$ cat config.mk
export PLATFORM = sky130hd
export DESIGN_NAME = capture_ctrl
export DESIGN_NICKNAME = d
export VERILOG_FILES = /design/src/rtl/capture_ctrl.sv
export SDC_FILE = /design/constraint.sdc
export NUM_CORES = 1
export LEC_CHECK = 0
export ABC_AREA = 1
export BUFFER_PORTS_ARGS = -buffer_cell sky130_fd_sc_hd__buf_4
export CORE_ASPECT_RATIO = 1.25
export CORE_UTILIZATION = 52
export CTS_BUF_LIST = sky130_fd_sc_hd__clkbuf_4 sky130_fd_sc_hd__clkbuf_8 sky130_fd_sc_hd__clkbuf_16
export DETAILED_ROUTE_END_ITERATION = 16
export PLACE_DENSITY = 0.8
export SYNTH_ARGS = -nofsm -noshare
export SYNTH_HDL_FRONTEND = slang
export SYNTH_SLANG_ARGS = --single-unit
export TNS_END_PERCENT = 100
$ cat constraint.sdc
create_clock -name osc_clk -period 1.65 [get_ports osc_clk]
set_clock_uncertainty 0.1 [all_clocks]
set_input_delay 0.2475 -clock osc_clk [delete_from_list [all_inputs] [get_ports osc_clk]]
set_output_delay 0.2475 -clock osc_clk [all_outputs]
set_load 0.005 [all_outputs]
$ cat src/rtl/capture_ctrl.sv
// capture_ctrl -- trigger/capture sequencer for the scope sample buffer.
//
// Sits between the ADC sample stream and a 2**ADDR_W x DATA_W capture RAM. The
// RAM is written as a circular buffer. The block keeps PRETRIG samples of
// history and waits for a slope/level trigger. It then fills the post-trigger
// part and freezes the buffer for readout until graph_done is pulsed.
//
// Optional feature macro: CAPTURE_AUTO_TRIG_EN
//   defined   : ARMED forces a trigger on its AUTO_TIMEOUT-th accepted sample
//               and flags the capture through auto_trig.
//   undefined : ARMED waits indefinitely and auto_trig is tied low.
//
// Ports
//   osc_clk      in   system clock, rising edge
//   reset_n      in   synchronous active-low reset
//   run          in   acquisition enable (level)
//   single       in   stop in IDLE after one capture is released (level)
//   trig_level   in   unsigned trigger threshold
//   trig_rising  in   1 = rising-slope trigger, 0 = falling-slope trigger
//   sample_valid in   one-cycle strobe qualifying sample_data
//   sample_data  in   unsigned ADC sample
//   graph_done   in   one-cycle pulse: frozen buffer has been consumed
//   wr_en        out  RAM write strobe
//   wr_adr       out  RAM write address
//   wr_data      out  RAM write data
//   trig_adr     out  address of the trigger sample in the frozen buffer
//   buf_ready    out  buffer frozen, readout allowed
//   auto_trig    out  frozen capture was force-triggered
module capture_ctrl #(
   parameter int ADDR_W       = 12,
   parameter int DATA_W       = 8,
   parameter int PRETRIG      = 1024,
   parameter int AUTO_TIMEOUT = 4096
) (
   input  logic              osc_clk,
   input  logic              reset_n,
   input  logic              run,
   input  logic              single,
   input  logic [DATA_W-1:0] trig_level,
   input  logic              trig_rising,
   input  logic              sample_valid,
   input  logic [DATA_W-1:0] sample_data,
   input  logic              graph_done,
   output logic              wr_en,
   output logic [ADDR_W-1:0] wr_adr,
   output logic [DATA_W-1:0] wr_data,
   output logic [ADDR_W-1:0] trig_adr,
   output logic              buf_ready,
   output logic              auto_trig
);

   localparam int DEPTH = 2 ** ADDR_W;
   localparam int CW    = ADDR_W + 1;
   localparam logic [CW-1:0] PRE_N  = CW'(PRETRIG);
   localparam logic [CW-1:0] POST_N = CW'(DEPTH - PRETRIG - 1);

   typedef enum logic [2:0] {
      IDLE  = 3'd0,
      FILL  = 3'd1,
      ARMED = 3'd2,
      POST  = 3'd3,
      READY = 3'd4
   } state_t;

   state_t state, next_state;

   logic [ADDR_W-1:0] ptr;
   logic [DATA_W-1:0] prev;
   logic [CW-1:0]     pre_cnt;
   logic [CW-1:0]     post_cnt;
   logic              hold;      // single capture released; wait for run or single to drop
   logic              accept;
   logic              hit;
   logic              timeout;
   logic              trig_now;

   // Unsigned slope/level detector between the previous and current sample.
   function automatic logic slope_hit(input logic [DATA_W-1:0] p,
                                      input logic [DATA_W-1:0] s,
                                      input logic [DATA_W-1:0] lvl,
                                      input logic              rising);
      if (rising)
         return (p < lvl) && (s >= lvl);
      else
         return (p > lvl) && (s <= lvl);
   endfunction

   always_comb begin
      accept     = sample_valid && (state == FILL || state == ARMED || state == POST);
      hit        = slope_hit(prev, sample_data, trig_level, trig_rising);
      // run=0 in ARMED abandons the capture, so it also suppresses a trigger
      trig_now   = accept && run && (state == ARMED) && (hit || timeout);
      next_state = state;
      case (state)
         IDLE:  if (run && !hold) next_state = FILL;
         FILL: begin
            if (!run)
               next_state = IDLE;
            else if (accept && (pre_cnt + 1'b1 == PRE_N))
               next_state = ARMED;
         end
         ARMED: begin
            if (!run)
               next_state = IDLE;
            else if (trig_now)
               next_state = (POST_N == '0) ? READY : POST;
         end
         POST:  if (accept && (post_cnt + 1'b1 == POST_N)) next_state = READY;
         READY: if (graph_done) next_state = (single || !run) ? IDLE : FILL;
         default: next_state = IDLE;
      endcase
   end

   always_ff @(posedge osc_clk) begin
      if (!reset_n)
         state <= IDLE;
      else
         state <= next_state;
   end

   // write port, pointer, history and counters
   always_ff @(posedge osc_clk) begin
      if (!reset_n) begin
         wr_en     <= 1'b0;
         wr_adr    <= '0;
         wr_data   <= '0;
         trig_adr  <= '0;
         buf_ready <= 1'b0;
         ptr       <= '0;
         prev      <= '0;
         pre_cnt   <= '0;
         post_cnt  <= '0;
         hold      <= 1'b0;
      end else begin
         wr_en <= accept;
         if (accept) begin
            wr_adr  <= ptr;
            wr_data <= sample_data;
            ptr     <= ptr + 1'b1;
            prev    <= sample_data;
         end

         if (state != FILL)
            pre_cnt <= '0;
         else if (accept)
            pre_cnt <= pre_cnt + 1'b1;

         if (state != POST)
            post_cnt <= '0;
         else if (accept)
            post_cnt <= post_cnt + 1'b1;

         if (trig_now)
            trig_adr <= ptr;

         // rises the cycle after the final write, drops on graph_done
         if (state == READY)
            buf_ready <= !graph_done;
         else
            buf_ready <= 1'b0;

         if (!run || !single)
            hold <= 1'b0;
         else if (state == READY && graph_done)
            hold <= 1'b1;
      end
   end

`ifdef CAPTURE_AUTO_TRIG_EN
   localparam logic [CW-1:0] AUTO_N = CW'(AUTO_TIMEOUT);

   logic [CW-1:0] to_cnt;
   logic          forced;
   logic          auto_q;

   assign timeout = (to_cnt + 1'b1 == AUTO_N);

   always_ff @(posedge osc_clk) begin
      if (!reset_n) begin
         to_cnt <= '0;
         forced <= 1'b0;
         auto_q <= 1'b0;
      end else begin
         if (state != ARMED)
            to_cnt <= '0;
         else if (accept)
            to_cnt <= to_cnt + 1'b1;

         // a real hit on the timeout sample counts as a normal trigger
         if (trig_now)
            forced <= !hit;

         if (state == READY)
            auto_q <= graph_done ? 1'b0 : forced;
         else
            auto_q <= 1'b0;
      end
   end

   assign auto_trig = auto_q;
`else
   assign timeout   = 1'b0;
   assign auto_trig = 1'b0;
`endif

endmodule
==> metrics.txt <==
Clock Latency Late Sink=0.36 ns; Max Freq=506 MHz; max cap viols=0; Starting Density=54.5%; final wirelength=10.9 mm; Via density=5.29; CTS tree=done; Detailed Route Iter0 Violations=206; R2R setup slack=-0.33 ns; period utilization=120%; first-pass GRT wire length=17.4 mm; status=finished with violations; Setup TNS Final=-5.36 ns; # DRC=0; Max Slew Vio Count=0; worst hold path stage count=3; overall power=0.00570 W; total gr overflow=0; setup violators final=24; crit start category=flop; GRT Util Overall=27.4%; DR pass1 iterations=5; unrepaired setup endpoints after global routing=yes; sequential-to-total area share from yosys stat=37.5%; vias in the first global route=4121; Hold Startpoint=sample_data[1]; Placed Cells=785; H-tree Lvls=3; most frequent cells in the layout=buf_4, nand2_1, inv_1, dfxtp_1, a21oi_1; Die Span Y=101 um; LEAKAGE=2.53 nW; Final min period=1.98 ns; Gate Count Post-Synth=594; CTS Buf Count=9; VDD IR max=0.765 mV; Hold Path Sink=prev[1]$_SDFFE_PN0P_; Data arrival, critical path=2.17 ns; Min Hold Slack=0.0317 ns; WL per Instance=13.5 um; number of diodes=0; via count=4273; Max FO, Critical Path=4; WS Path Type=reg -> reg; Fin. Hold Viols=0; fin util=73.8%; Total Nets Final=755; failing checks=setup timing; Cell Area, Synth=0.00406 mm2; area of the core=0.00744 mm2; CTS root buffer=clkbuf_8; reg2reg path depth=15; Avg Synthesized Cell Area=6.83 um2; I/O Buffers=56; CP Capture Type=flop; largest net degree at the start of global routing=38; most common cell after layout, fill and taps aside=buf_4; Syn Nets=638; Critical R2R Capture=state[0]$_SDFFE_PN0P_; Critical Path RT=1.84 ns; Final HPWL DP=7.52 mm; Post-CTS Hold Buffers=0; YS warnings=0; num rows=35; CTS Sinks=76; share of cells above drive strength 1=31.6%; Ports=58; clk slew on worst S/H paths=0.08 ns; non-filler cells, final=808; full die area=0.00816 mm2; PnR worst setup slack=-0.328 ns; PD cells=1040 mW/mm2; RD Place Congestion=0.900; area grow syn2layout=35.4%; antenna violations before repair=0; Hold Crit Class=in -> reg; Routed Antenna Nets=0; Yosys cell types=37; Worst R2R Start=prev[1]$_SDFFE_PN0P_; clock tree buffer depth=2; Die Width=81.0 um; Seq cells post-synth=76
-- per-layer routing --
metal	share of wire [%]	vias to the layer above	GRT usage [%]	wire length [um]
met3	4.7	43	5.16	515
li1	-	2148	-	-
met4	3.5	0	15.2	376
met5	0	-	0	0
met2	51	142	48.9	5510
met1	41	1940	29.8	4470
-- metrics by stage --
| stage | setup WS, ns | instance area [um2] |
|---|---|---|
| finish | -0.328 | 5490 |
| global route | -0.503 | 5490 |
| global placement | -0.248 | 5030 |
| detailed placement | -0.370 | 5030 |
| CTS | -0.295 | 5360 |
| floorplan | -0.0624 | 4120 |
-- Yosys cell counts --
master    number  area [um2]
and2_1         1        6.26
clkbuf_1      13        48.8
o21bai_1       1        7.51
nand2_1      126         473
clkinv_1       1        3.75
nor3_2         1        10.0
a21boi_0       1        7.51
o41ai_1        1        8.76
buf_6          1        11.3
a211oi_1       5        37.5
nor2_1        59         221
nand3_1       27         135
dfxtp_1       76        1520
nand4_4        1        21.3
o21ai_0       53         265
ha_1          21         263
inv_1         90         338
a21oi_1       58         290
o2111a_1       1        11.3
conb_1         1        3.75
nand3_2        1        10.0
a31oi_1        1        6.26
nand3b_1       1        7.51
nand2_2        3        18.8
nor2_2        10        62.6
o211ai_1       4        30.0
buf_4          3        22.5
o21a_1         2        15.0
buf_2          1        5.00
nor2_4         3        33.8
nor3_1         8        40.0
or2_2          1        6.26
nand4_1       11        68.8
nor4_4         1        21.3
o31ai_1        1        7.51
inv_2          4        15.0
buf_1          1        3.75
-- repair_timing --
item                       CTS  global route
setup buffers                7             4
setup endpoints to repair   21            40
resized for setup           29            41
pin swaps                   12            16
-- sequential cells by signal, summed over array words and instances, names as in the netlist --
register and count:
wr_en 1, wr_adr 12, trig_adr 12, post_cnt 13, prev 8, ptr 12
buf_ready 1, state 3, pre_cnt 13, hold 1
-- cells by family (layout without fill, tap and decap cells) --
kind of cell / Yosys count / count (layout) / synth area share (%)
AO/OA/AOI/OAI: 128 / 128 / 16.9
adder cells (fa/ha/maj): 21 / 21 / 6.47
buffers and inverters: 114 / 236 / 11.0
flip-flops: 76 / 76 / 37.5
other: 1 / 1 / 0.0924
AND/OR/NAND/NOR: 254 / 254 / 28.0
-- how the worst max path moves through the flow --
stage                             start                        to
5_1_grt         pre_cnt[0]$_SDFFE_PP0P_     state[0]$_SDFFE_PN0P_
3_3_place_gp              trig_level[7]  trig_adr[0]$_SDFFE_PN0P_
3_5_place_dp              trig_level[3]  trig_adr[1]$_SDFFE_PN0P_
6_report           prev[1]$_SDFFE_PN0P_     state[0]$_SDFFE_PN0P_
2_1_floorplan      prev[1]$_SDFFE_PN0P_  trig_adr[8]$_SDFFE_PN0P_
4_1_cts        post_cnt[0]$_SDFFE_PP0P_     state[0]$_SDFFE_PN0P_
-- power by group --
| part | total (W) | switching, W | internal [W] |
|---|---|---|---|
| registers | 0.00227 | 0.000200 | 0.00207 |
| clock network | 0.00133 | 0.000767 | 0.000567 |
| logic | 0.00209 | 0.00114 | 0.000950 |
-- layout make-up --
type / count / area [um2]
multi-input combinational: 404 / 2310
fill: 548 / 1950
sequential: 76 / 1540
timing repair buffer: 125 / 982
inverter: 95 / 362
clock buffer: 9 / 124
tap: 92 / 115
clock inverter: 7 / 55.1
-- critical path, stage by stage (launching register included) --
cell and delay, ns:
dfxtp_2 0.34, ha_4 0.27, inv_2 0.03, o21bai_1 0.11
nand2_1 0.08, nand2_2 0.07, nand2_2 0.05, a21boi_1 0.14
nand2_1 0.09, nand2_2 0.09, nand3_4 0.10, nand2_2 0.11
nand2_2 0.09, nand2_2 0.09, nand2_2 0.05, nor2_2 0.10
(Power assumes the default switching activity.)
